$ cat config.mk
export PLATFORM = sky130hd
export DESIGN_NAME = pipe_skid_stage
export DESIGN_NICKNAME = d
export VERILOG_FILES = /design/src/rtl/pipe_pkg.sv /design/src/rtl/pipe_sat_cnt.sv /design/src/rtl/pipe_skid_stage.sv
export SDC_FILE = /design/constraint.sdc
export NUM_CORES = 1
export LEC_CHECK = 0
export ABC_AREA = 1
export BUFFER_PORTS_ARGS = -buffer_cell sky130_fd_sc_hd__buf_2
export CORE_UTILIZATION = 35
export DETAILED_ROUTE_END_ITERATION = 10
export PLACE_DENSITY_LB_ADDON = 0.05
export SYNTH_ARGS = -nofsm -noshare
export SYNTH_HDL_FRONTEND = slang
export SYNTH_SLANG_ARGS = --single-unit
$ cat constraint.sdc
create_clock -name clk -period 3.01 [get_ports clk]
set_clock_uncertainty 0.1 [all_clocks]
set_input_delay 0.4515 -clock clk [delete_from_list [all_inputs] [get_ports clk]]
set_output_delay 0.4515 -clock clk [all_outputs]
set_load 0.1 [all_outputs]
$ cat src/rtl/pipe_pkg.sv
// Shared types and constants for pipeline boundary stages.
package pipe_pkg;

  typedef enum logic [1:0] {
    EMPTY = 2'd0,
    ONE   = 2'd1,
    FULL  = 2'd2
  } st_e;

  // ADD x0,x0,x0: harmless filler for downstream decode/execute.
  localparam logic [31:0] NOP_INSTR = 32'h0000_0033;

endpackage

$ cat src/rtl/pipe_sat_cnt.sv
// Saturating up-counter with synchronous clear; holds at all-ones.
module pipe_sat_cnt #(
  parameter int unsigned CNT_W = 16
) (
  input  logic             clk,
  input  logic             clr,
  input  logic             inc,
  output logic [CNT_W-1:0] cnt
);

  logic [CNT_W-1:0] cnt_q;

  always_ff @(posedge clk) begin
    if (clr) begin
      cnt_q <= '0;
    end else if (inc && (cnt_q != '1)) begin
      cnt_q <= cnt_q + CNT_W'(1);
    end
  end

  assign cnt = cnt_q;

endmodule

$ cat src/rtl/pipe_skid_stage.sv
// Valid/ready pipeline boundary register with a 1-entry skid buffer and bubble-on-empty output.
// Optional perf counters enabled by defining PIPE_SKID_PERF_EN.
module pipe_skid_stage
  import pipe_pkg::*;
#(
  parameter int unsigned       WIDTH        = 32,
  parameter logic [WIDTH-1:0]  BUBBLE_VALUE = WIDTH'(NOP_INSTR),
  parameter int unsigned       CNT_W        = 16
) (
  input  logic             clk,
  input  logic             rst,
  input  logic             flush,
  input  logic             in_valid,
  output logic             in_ready,
  input  logic [WIDTH-1:0] in_data,
  output logic             out_valid,
  input  logic             out_ready,
`ifdef PIPE_SKID_PERF_EN
  output logic [CNT_W-1:0] perf_stall_cnt,
  output logic [CNT_W-1:0] perf_kill_cnt,
`endif
  output logic [WIDTH-1:0] out_data
);

  st_e              state_q, state_d;
  logic [WIDTH-1:0] main_q, main_d;
  logic [WIDTH-1:0] skid_q, skid_d;
  logic             valid_q;
  logic             in_fire, out_fire;

  assign in_ready = ~rst & (state_q != FULL);
  assign in_fire  = in_valid & in_ready;
  assign out_fire = valid_q & out_ready;

  always_comb begin
    state_d = state_q;
    main_d  = main_q;
    skid_d  = skid_q;
    unique case (state_q)
      EMPTY: begin
        if (in_fire) begin
          state_d = ONE;
          main_d  = in_data;
        end
      end
      ONE: begin
        if (in_fire && out_fire) begin
          main_d = in_data;
        end else if (in_fire) begin
          state_d = FULL;
          skid_d  = in_data;
        end else if (out_fire) begin
          state_d = EMPTY;
          main_d  = BUBBLE_VALUE;
        end
      end
      FULL: begin
        if (out_fire) begin
          state_d = ONE;
          main_d  = skid_q;
          skid_d  = BUBBLE_VALUE;
        end
      end
      default: begin
        state_d = EMPTY;
        main_d  = BUBBLE_VALUE;
        skid_d  = BUBBLE_VALUE;
      end
    endcase
    // Flush overrides everything, including a beat accepted this cycle.
    if (flush) begin
      state_d = EMPTY;
      main_d  = BUBBLE_VALUE;
      skid_d  = BUBBLE_VALUE;
    end
  end

  always_ff @(posedge clk) begin
    if (rst) begin
      state_q <= EMPTY;
      main_q  <= BUBBLE_VALUE;
      skid_q  <= BUBBLE_VALUE;
      valid_q <= 1'b0;
    end else begin
      state_q <= state_d;
      main_q  <= main_d;
      skid_q  <= skid_d;
      valid_q <= (state_d != EMPTY);
    end
  end

  assign out_valid = valid_q;
  assign out_data  = main_q;

`ifdef PIPE_SKID_PERF_EN
  pipe_sat_cnt #(
    .CNT_W(CNT_W)
  ) u_stall_cnt (
    .clk(clk),
    .clr(rst),
    .inc(valid_q & ~out_ready),
    .cnt(perf_stall_cnt)
  );

  pipe_sat_cnt #(
    .CNT_W(CNT_W)
  ) u_kill_cnt (
    .clk(clk),
    .clr(rst),
    .inc(flush & (state_q != EMPTY)),
    .cnt(perf_kill_cnt)
  );
`endif

endmodule

==> results of run 1 <==
==> per-layer routing <==
layer / vias to the layer above / track usage (%)
met2: 84 / 34.7
met1: 1472 / 22.1
li1: 1701 / -
met5: - / 0
met4: 0 / 7.35
met3: 10 / 4.82
==> Yosys cell counts (3+ instances only) <==
cell and number:
o22ai_1 4, nand2_1 189, inv_1 33, nor2_2 3, o211ai_1 4, dfxtp_1 67
buf_6 5, nand3_1 60, a21oi_1 56, buf_4 5, inv_2 3, nor2_1 37
or2_2 4, buf_2 13, clkbuf_1 7
==> final timing paths <==
path / start / endpoint / slack, ps / cells after the start
min reg2reg: out_data[11] / out_data[11] / 360 / 2
max: state_q[1] / in_ready / 830 / 4
min: flush / out_data[0] / 280 / 3
max reg2reg: state_q[1] / out_data[26] / 1070 / 8
==> registers in the layout, indices dropped and copies added (netlist names) <==
signal and cells:
skid_q 32, out_valid 1, out_data 32, state_q 2
==> placed cells by master (no fill, tap or decap) <==
master / Yosys / routed
nand2_1: 189 / 189
buf_2: 13 / 70
dfxtp_1: 67 / 67
nand3_1: 60 / 60
a21oi_1: 56 / 56
nor2_1: 37 / 37
inv_1: 33 / 32
clkbuf_8: 0 / 10
buf_4: 5 / 7
inv_2: 3 / 4
o211ai_1: 4 / 4
o22ai_1: 4 / 4
or2_2: 4 / 4
nor2_2: 3 / 3
clkinv_2: 0 / 3
nand2_2: 2 / 2
nand3_2: 2 / 2
clkbuf_1: 7 / 2
o21ai_2: 1 / 1
o21ai_1: 1 / 1
nand2_4: 1 / 1
inv_4: 1 / 1
o21bai_1: 1 / 1
o21ai_0: 1 / 1
xor2_1: 1 / 1
==> cells by family after synthesis <==
kind of cell / count (synthesis) / share of synthesized area (%)
AOI/OAI and AO/OA: 68 / 11.0
xor gates and xnor gates: 1 / 0.267
buffers and inverters: 69 / 10.2
DFF: 67 / 40.9
and+or+nand+nor: 298 / 37.7
==> metrics by stage <==
| stage | cells | hold WS, ps |
|---|---|---|
| 2_1_floorplan | 503 | 340 |
| 3_3_place_gp | 656 | 349 |
| 3_5_place_dp | 656 | 352 |
| 4_1_cts | 671 | 270 |
| 5_1_grt | 671 | 278 |
| 6_report | 671 | 279 |
==> final cells by class <==
class	count	area (sq um)	share of cell area, %
multi-input combinational	367	1610	42.4
sequential	67	1340	35.4
timing repair buffer	77	403	10.6
clock buffer	12	145	3.83
inverter	37	141	3.73
tap	108	135	3.57
clock inverter	3	15.0	0.396
==> critical path, delay by kind of cell (launching register included) <==
kind	cells	cell delay (ps)
AND/OR/NAND/NOR	2	250
flip-flops	1	400
buffers and inverters	2	640
==> power breakdown <==
group	switching, uW	leakage [uW]	internal (uW)
combinational	202	0.00108	65.2
clock	334	0.0000860	314
sequential	5.58	0.000541	897
==> parameters.txt, run 1 <==
Parameter                              Value

Drt
  WL final ... between 8000 and 9000 um
  Antenna violation net count after detailed routing ... 0
  Ratio of routed vias to standard cells ... 4.87
  Highest routed metal layer ... met4
  Detailed-route wire length on metal 1 ... 3900 um
  Length of routed met2 wiring ... 4360 um
  Per-cell routed wire length ... 13.2 um
  # DRC ... 0
  Iteration count of the initial detailed-routing pass ... 5
  Total length of routed met3 wires ... about 490 um
  Via count of the routed design ... 3267
  Detailed router's first-iteration violation count ... 134

Placed design
  Post-DP Area ... 0.00363 sq mm
  PortBufs ... 70
  GPL Wtd Cong ... 0.804
  Detailed placement HPWL ... between 5000 and 6000 um
  Worst Setup Slack post-DPL ... 911 ps

Power
  Power density cells ... 480 mW/mm^2
  Total power ... between 1500 and 2000 uW
  Leakage dissipation ... 0.00170 uW
  VDD IR max ... 173 uV

Logic synthesis
  Sequential share of the synthesized area ... 40.9%
  Dominant cell type by area after synthesis ... dfxtp_1
  Number of distinct library cells after synthesis ... 25
  Ranking of synthesized cells by area ... dfxtp_1 41%, nand2_1 22%, nand3_1 9.1%
  Share of flip-flops with an asynchronous set or reset after synthesis ... 0%
  Post-Syn Area per Cell ... 6.52 sq um
  Post-Syn Instances ... 503
  Number of flops mapped to enable cells by yosys ... 0
  Post-Syn Nets ... 540
  Predominant post-synthesis flop cell ... dfxtp_1
  Flops & latches, synth ... 67
  Area share of the leading cell type in the synthesized netlist ... 40.9%
  Number of synthesis warnings ... 0
  Post-synth design cell area ... 0.00328 sq mm

Global route
  GR Overflow Total ... 0
  Vias in the first global route ... between 3000 and 4000
  Global-route wire length before repair ... 14800 um
  Gr usage total ... 19.4%
  Maximum number of pins on one net before global-route repair ... 57
  Initial antenna violation count ... 0

Clocking
  Library cell used as clock root buffer ... clkbuf_8
  Quantity of gates resized following cts ... 0
  Buffers inserted by post-CTS timing repair ... 0
  CTS H-Tree Depth ... 3
  Hold Buf Count CTS ... 0
  Clock Latency Late Sink ... 340 ps
  Clock tree from TritonCTS ... built
  CTS buffer count ... 9
  Number of sinks handled by clock tree synthesis ... 67
  Worst-path clk slew ... 70 ps
  Clock buffer depth ... 2

Worst setup path
  CP Cell Sequence ... inv_2 > nor2_2 > nor2_1 > buf_2
  Worst EP arrival ... ~1600 ps
  Critical setup path kind ... flop to output port
  Critical path startpoint category ... flop
  Endpoint kind of the worst setup timing path ... output port
  Critical-path top delay cell ... buf_2
  Biggest cell delay along the critical path ... ~480 ps
  Endpoint required time on the critical path ... 2460 ps
  Largest fanout on the critical path ... 7

Timing
  Minimum clock period after layout ... 2180 ps
  Hold Violations, Final ... 0
  Count of pins over their slew limit ... 0
  Transition at the pin with the smallest max-transition slack ... 1020 ps
  Slew headroom ... approximately 32%
  Setup TNS ... 0 ps
  Least setup slack across all paths after layout ... between 800 and 900 ps
  Final Setup Violations ... 0
  Timing-limited maximum frequency ... 0.459 GHz
  Setup repair after global routing missed its margin ... no
  Fraction of the cycle the final worst path needs ... ~72%

Floorplanning
  Core area ... 0.00889 sq mm
  Die Footprint ... 0.00977 sq mm
  Rows ... 34
  Floorplan die height ... 98.8 um
  Count of pins on the block boundary ... 71
  Chip width ... 98.8 um
  Initial cell density of the core ... a little under two fifths

Finish
  Finished Cell Area ... 0.00379 sq mm
  Filler Cells Inserted ... 1001
  Final cell utilization of the core ... 42.6%
  Layout cells sized above 1 ... 19.2%
  Final nets ... 596
  Antenna fix cells ... 0
  Area added between synthesis and finish ... 15.4%

Flow run
  Max cap viols ... 0

Status
  Outcome ... finished clean

Hold path
  Min-Delay Path Class ... primary input to flop
Power figures use the tool's default switching activity.
==> run 2: changes to the inputs <==
clock period = 2.1 ns   (was 3.01 ns; I/O delays follow)
==> run 2 against run 1 <==
Flip-flop and latch count unchanged. Highest routed layer unchanged. Cell count up 0.60%. Largest cell class unchanged. Register-to-register slack worse by 800 ps.
==> parameters.txt, run 2 (same netlist as run 1, synthesis figures left out) <==
Parameter                              Value

Worst setup path
  Count of buffer and inverter cells on the critical path ... 2 (unchanged)
  Endpoint required time on the critical path ... 1680 ps (-780 ps)
  Largest fanout on the critical path ... 7 (unchanged)
  Biggest cell delay along the critical path ... 430 ps (-50 ps)
  Startpoint of the worst-slack reg-to-reg timing path ... state_q[1]
  Critical-path top delay cell ... buf_2
  Worst path top cell family by delay ... buffers and inverters
  Worst R2R Path Depth ... 7 (-1)
  Reg-to-reg endpoint ... out_data[21]
  Setup slack, reg-to-reg ... 270 ps (-800 ps)
  Worst EP arrival ... 1490 ps (-140 ps)
  Critical path startpoint category ... flop
  CP Cell Sequence ... inv_2 > nor2_2 > nor2_4 > buf_2
  Critical setup path kind ... flop to output port
  Endpoint kind of the worst setup timing path ... output port

Hold path
  Hold Path Stages ... 3 (unchanged)
  Hold Path Origin ... in_data[1]
  Hold endpoint ... skid_q[1]
  Min-Delay Path Class ... primary input to flop

Drt
  Per-cell routed wire length ... 12.9 um (-2.4%)
  # DRC ... 0 (unchanged)
  Detailed router's first-iteration violation count ... 168 (+25%)
  Via count of the routed design ... 3246 (-0.64%)
  Ratio of routed vias to standard cells ... 4.81 (-1.2%)
  Antenna violation net count after detailed routing ... 0 (unchanged)
  Iteration count of the initial detailed-routing pass ... 4 (-1)
  WL final ... 8710 um (-1.8%)

Clocking
  Clock buffer depth ... 2 (unchanged)
  Worst-path clk slew ... 80 ps (about the same)
  Quantity of gates resized following cts ... 0 (unchanged)
  Hold Buf Count CTS ... 0 (unchanged)
  Number of sinks handled by clock tree synthesis ... 67 (unchanged)
  Buffers inserted by post-CTS timing repair ... 0 (unchanged)
  Library cell used as clock root buffer ... clkbuf_8
  Clock tree from TritonCTS ... built
  CTS buffer count ... 9 (unchanged)
  CTS H-Tree Depth ... 3 (unchanged)
  Clock Latency Late Sink ... 340 ps (about the same)

Global route
  Vias in the first global route ... 3099 (-2.0%)
  Maximum number of pins on one net before global-route repair ... 57 (unchanged)
  Global-route wire length before repair ... 14600 um (-1.8%)
  Initial antenna violation count ... 0 (unchanged)
  Gr usage total ... 18.8% (-0.54 points)
  GR Overflow Total ... 0 (unchanged)

Placed design
  Post-DP Area ... 0.00368 sq mm (+1.4%)
  Detailed placement HPWL ... 5420 um (+0.33%)
  PortBufs ... 70 (unchanged)
  Worst Setup Slack post-DPL ... 253 ps (-658 ps)
  GPL Wtd Cong ... 0.810 (+0.65%)

Finish
  Most common library cell in the layout ignoring fill and taps ... nand2_1
  Final nets ... 600 (+0.67%)
  Final cell utilization of the core ... 43.3% (+0.75 points)
  Antenna fix cells ... 0 (unchanged)
  Most frequent cells in the layout ... 189 x nand2_1, 70 x buf_2, 66 x dfxtp_1
  Layout cells sized above 1 ... 19.9% (+0.75 points)
  Finished Cell Area ... 0.00385 sq mm (+1.8%)
  Area added between synthesis and finish ... 17.4%

Power
  VDD IR max ... 389 uV (+120%)
  Power density cells ... 701 mW/mm^2 (+46%)
  Leakage dissipation ... 0.00173 uW (+1.6%)

Timing
  Timing-limited maximum frequency ... 0.526 GHz
  Minimum clock period after layout ... 1900 ps
  Count of pins over their slew limit ... 0 (unchanged)
  Final Setup Violations ... 0 (unchanged)
  Post-route worst hold slack ... 182 ps (-97.2 ps)
  Setup repair after global routing missed its margin ... no
  Fraction of the cycle the final worst path needs ... 90.5%
  Slew headroom ... 58.9% (+27 points)
  Hold Violations, Final ... 0 (unchanged)
  Setup TNS ... 0 ps (unchanged)
  Transition at the pin with the smallest max-transition slack ... 616 ps (-400 ps)
  Least setup slack across all paths after layout ... 199 ps (-633 ps)

Floorplanning
  Chip width ... 98.8 um (unchanged)
  Core area ... 0.00889 sq mm (unchanged)
  Initial cell density of the core ... 36.9% (unchanged)
  Floorplan die height ... 98.8 um (unchanged)
  Die Footprint ... 0.00977 sq mm (unchanged)
  Rows ... 34 (unchanged)
  Count of pins on the block boundary ... 71 (unchanged)

Flow run
  Max cap viols ... 0 (unchanged)

Status
  Outcome ... finished clean
## run 2: changes by cell type in the layout (fill, tap and decap cells not counted), sizes merged
cell,delta
clkinv,-1
buf,+4
bufinv,+1
## run 2: worst max path at each step
stage	startpoint	endpoint	slack [ps]	cells past startpoint
floorplan	state_q[1]	out_data[4]	210	9
global placement	state_q[1]	out_data[5]	290	8
detailed placement	out_ready	out_data[27]	250	8
CTS	state_q[1]	in_ready	180	4
global route	state_q[1]	out_data[1]	110	8
finish	state_q[1]	in_ready	200	4
## run 2: report_power, final
group          leakage, uW  switching (uW)  total, uW  internal, uW
Combinational      0.00110             289        388          98.8
Clock            0.0000902             479       1020           540
Sequential        0.000542            7.92       1290          1290
Total              0.00173             775       2700          1930
## run 2: final cells by class
type                            count  area (sq um)
Timing Repair Buffer               81           445
Fill cell                         971          5040
Sequential cell                    67          1340
Inverter                           37           141
Tap cell                          108           135
Clock buffer                       12           135
Clock inverter                      3          40.0
Multi-Input combinational cell    367          1610
## run 2: metal layers
metal | GRT usage [%] | vias up | wire, um
li1 | - | 1709 | -
met1 | 23.1 | 1467 | 3930
met2 | 33.0 | 63 | 4370
met3 | 4.82 | 7 | 325
met4 | 4.59 | 0 | 87
met5 | 0 | - | 0
## run 2: worst min-delay path, delay by kind of cell
kind	cells	cell delay, ps
buffers and inverters	1	90
AND/OR/NAND/NOR	1	40
AO/OA/AOI/OAI	1	150
## run 2: through the flow
stage / std cells / power [uW]
2_1_floorplan: 503 / 1610
3_3_place_gp: 660 / 1720
3_5_place_dp: 660 / 1720
4_1_cts: 675 / 2750
5_1_grt: 675 / 2830
6_report: 675 / 2700
==> run 3: changes to the inputs <==
==> constraint.sdc (replaced) <==
create_clock -name clk -period 2.1 [get_ports clk]
set_clock_uncertainty 0.1 [all_clocks]
set_input_delay 0.42 -clock clk [delete_from_list [all_inputs] [get_ports clk]]
set_output_delay 0.42 -clock clk [all_outputs]
set_load 0.1 [all_outputs]
==> run 3 against run 2 <==
Highest routed layer unchanged. First-iteration DRC count fell by 30%. Cell count increased by 0.44%. Non-clock buffer count increased by 2. Via count increased by 0.12%. Wire length increased by 1.4%. Critical path depth did not move. Hold slack improved by 110 ps. Clock power is 42% higher. Utilization rose by 1.0 points. Maximum frequency is 4.9% lower. Setup slack lost 98 ps. Sequential power is essentially flat.
==> parameters.txt, run 3 (same netlist as run 1, synthesis figures left out) <==
Parameter                              Value

Power
  VDD IR max ... 393 uV (+0.94%)
  Power density cells ... 794 mW/mm^2 (+13%)
  Total power ... 3130 uW (+16%)
  Leakage dissipation ... 0.00178 uW (+2.8%)

Worst setup path
  Endpoint kind of the worst setup timing path ... output port
  Worst EP arrival ... 1480 ps (about the same)
  Largest fanout on the critical path ... 7 (unchanged)
  Critical setup path kind ... flop to output port
  Critical path startpoint category ... flop
  Endpoint required time on the critical path ... 1580 ps (-100 ps)

Global route
  Initial antenna violation count ... 0 (unchanged)
  Gr usage total ... 19.6% (+0.80 points)
  Vias in the first global route ... 3182 (+2.7%)
  GR Overflow Total ... 0 (unchanged)
  Global-route wire length before repair ... 15000 um (+3.1%)
  Maximum number of pins on one net before global-route repair ... 37 (-35%)

Floorplanning
  Rows ... 34 (unchanged)
  Count of pins on the block boundary ... 71 (unchanged)
  Chip width ... 98.8 um (unchanged)
  Die Footprint ... 0.00977 sq mm (unchanged)
  Initial cell density of the core ... 36.9% (unchanged)
  Core area ... 0.00889 sq mm (unchanged)
  Floorplan die height ... 98.8 um (unchanged)

Clocking
  Clock buffer depth ... 2 (unchanged)
  Hold Buf Count CTS ... 0 (unchanged)
  Library cell used as clock root buffer ... clkbuf_8
  Buffers inserted by post-CTS timing repair ... 0 (unchanged)
  Clock Latency Late Sink ... 340 ps (about the same)
  CTS H-Tree Depth ... 3 (unchanged)
  Clock tree from TritonCTS ... built
  Number of sinks handled by clock tree synthesis ... 67 (unchanged)
  Worst-path clk slew ... 70 ps (about the same)
  CTS buffer count ... 9 (unchanged)
  Quantity of gates resized following cts ... 0 (unchanged)

Finish
  Final nets ... 602 (+0.33%)
  Most common library cell in the layout ignoring fill and taps ... nand2_1
  Area added between synthesis and finish ... 20.2%
  Most frequent cells in the layout ... 189 x nand2_1, 70 x buf_2, 66 x dfxtp_1
  Antenna fix cells ... 0 (unchanged)
  Layout cells sized above 1 ... 20.7% (+0.77 points)

Timing
  Final Setup Violations ... 0 (unchanged)
  Timing-limited maximum frequency ... 0.500 GHz (-4.9%)
  Setup repair after global routing missed its margin ... no
  Hold Violations, Final ... 0 (unchanged)
  Fraction of the cycle the final worst path needs ... 95.2% (+4.7 points)
  Setup TNS ... 0 ps (unchanged)
  Minimum clock period after layout ... 2000 ps (+98.3 ps)
  Slew headroom ... 67.3% (+8.3 points)
  Transition at the pin with the smallest max-transition slack ... 494 ps (-122 ps)
  Count of pins over their slew limit ... 0 (unchanged)

Drt
  Antenna violation net count after detailed routing ... 0 (unchanged)
  Per-cell routed wire length ... 13.0 um (+0.99%)
  Ratio of routed vias to standard cells ... 4.79 (-0.32%)
  # DRC ... 0 (unchanged)
  Detailed router's first-iteration violation count ... 118 (-30%)
  Via count of the routed design ... 3250 (+0.12%)
  WL final ... 8840 um (+1.4%)
  Iteration count of the initial detailed-routing pass ... 4 (unchanged)

Flow run
  Max cap viols ... 0 (unchanged)

Hold path
  Min-Delay Path Class ... primary input to flop

Placed design
  PortBufs ... 70 (unchanged)
  Detailed placement HPWL ... 5580 um (+2.9%)
  GPL Wtd Cong ... 0.784 (-3.1%)

Status
  Outcome ... finished clean
==> run 3: changes by cell type in the layout (fill, tap and decap cells not counted) <==
cell	delta
clkinv_4	+2
buf_12	-1
clkbuf_1	-2
clkinv_2	-2
buf_4	+3
bufinv_16	+3
==> run 3: final timing paths <==
path / depth (start not counted) / endpoint / start / slack [ps]
worst max register to register: 8 / out_data[1] / state_q[1] / 320
worst min-delay path: 3 / skid_q[0] / in_data[0] / 290
worst min register to register: 2 / out_data[11] / out_data[11] / 360
worst max-delay path: 4 / in_ready / state_q[1] / 100
==> run 3: routing by layer <==
layer / part of all wire [%] / up-vias / track usage, %
li1: - / 1716 / -
met1: 47 / 1461 / 23.9
met2: 48 / 63 / 34.4
met3: 3.6 / 10 / 2.77
met4: 1.6 / 0 / 8.61
met5: 0 / - / 0
==> run 3: where the power goes <==
group,switching [uW],leakage (uW),internal (uW)
Sequential,7.87,0.000542,1290
Clock,535,0.000131,914
Combinational,291,0.00111,99.8
Total,834,0.00178,2300
==> run 3: layout make-up <==
type,instances,area (sq um)
flip-flops and latches,67,1340
multi-input cells,367,1610
clock inverters,6,138
repair buffers,83,448
inverters,37,141
well taps,108,135
clock buffers,10,128
fillers,964,4940
==> run 3: critical path, cell delays in order, from the launching register on <==
cell and delay, ps:
dfxtp_1 390, inv_2 150, nor2_2 70, nor2_4 100, buf_2 430
==> run 3: stage by stage <==
step | worst slack [ps] | hold slack, ps | instance area [sq um] | util [%] | std cells
after detailed placement | 169 | 352 | 3680 | 41.4 | 662
after CTS | 73.0 | 277 | 3950 | 44.4 | 678
final | 101 | 289 | 3950 | 44.4 | 678
after global routing | 27.3 | 307 | 3950 | 44.4 | 678
after floorplan | 207 | 340 | 3290 | - | 503
after global placement | 241 | 349 | 3680 | 41.4 | 662
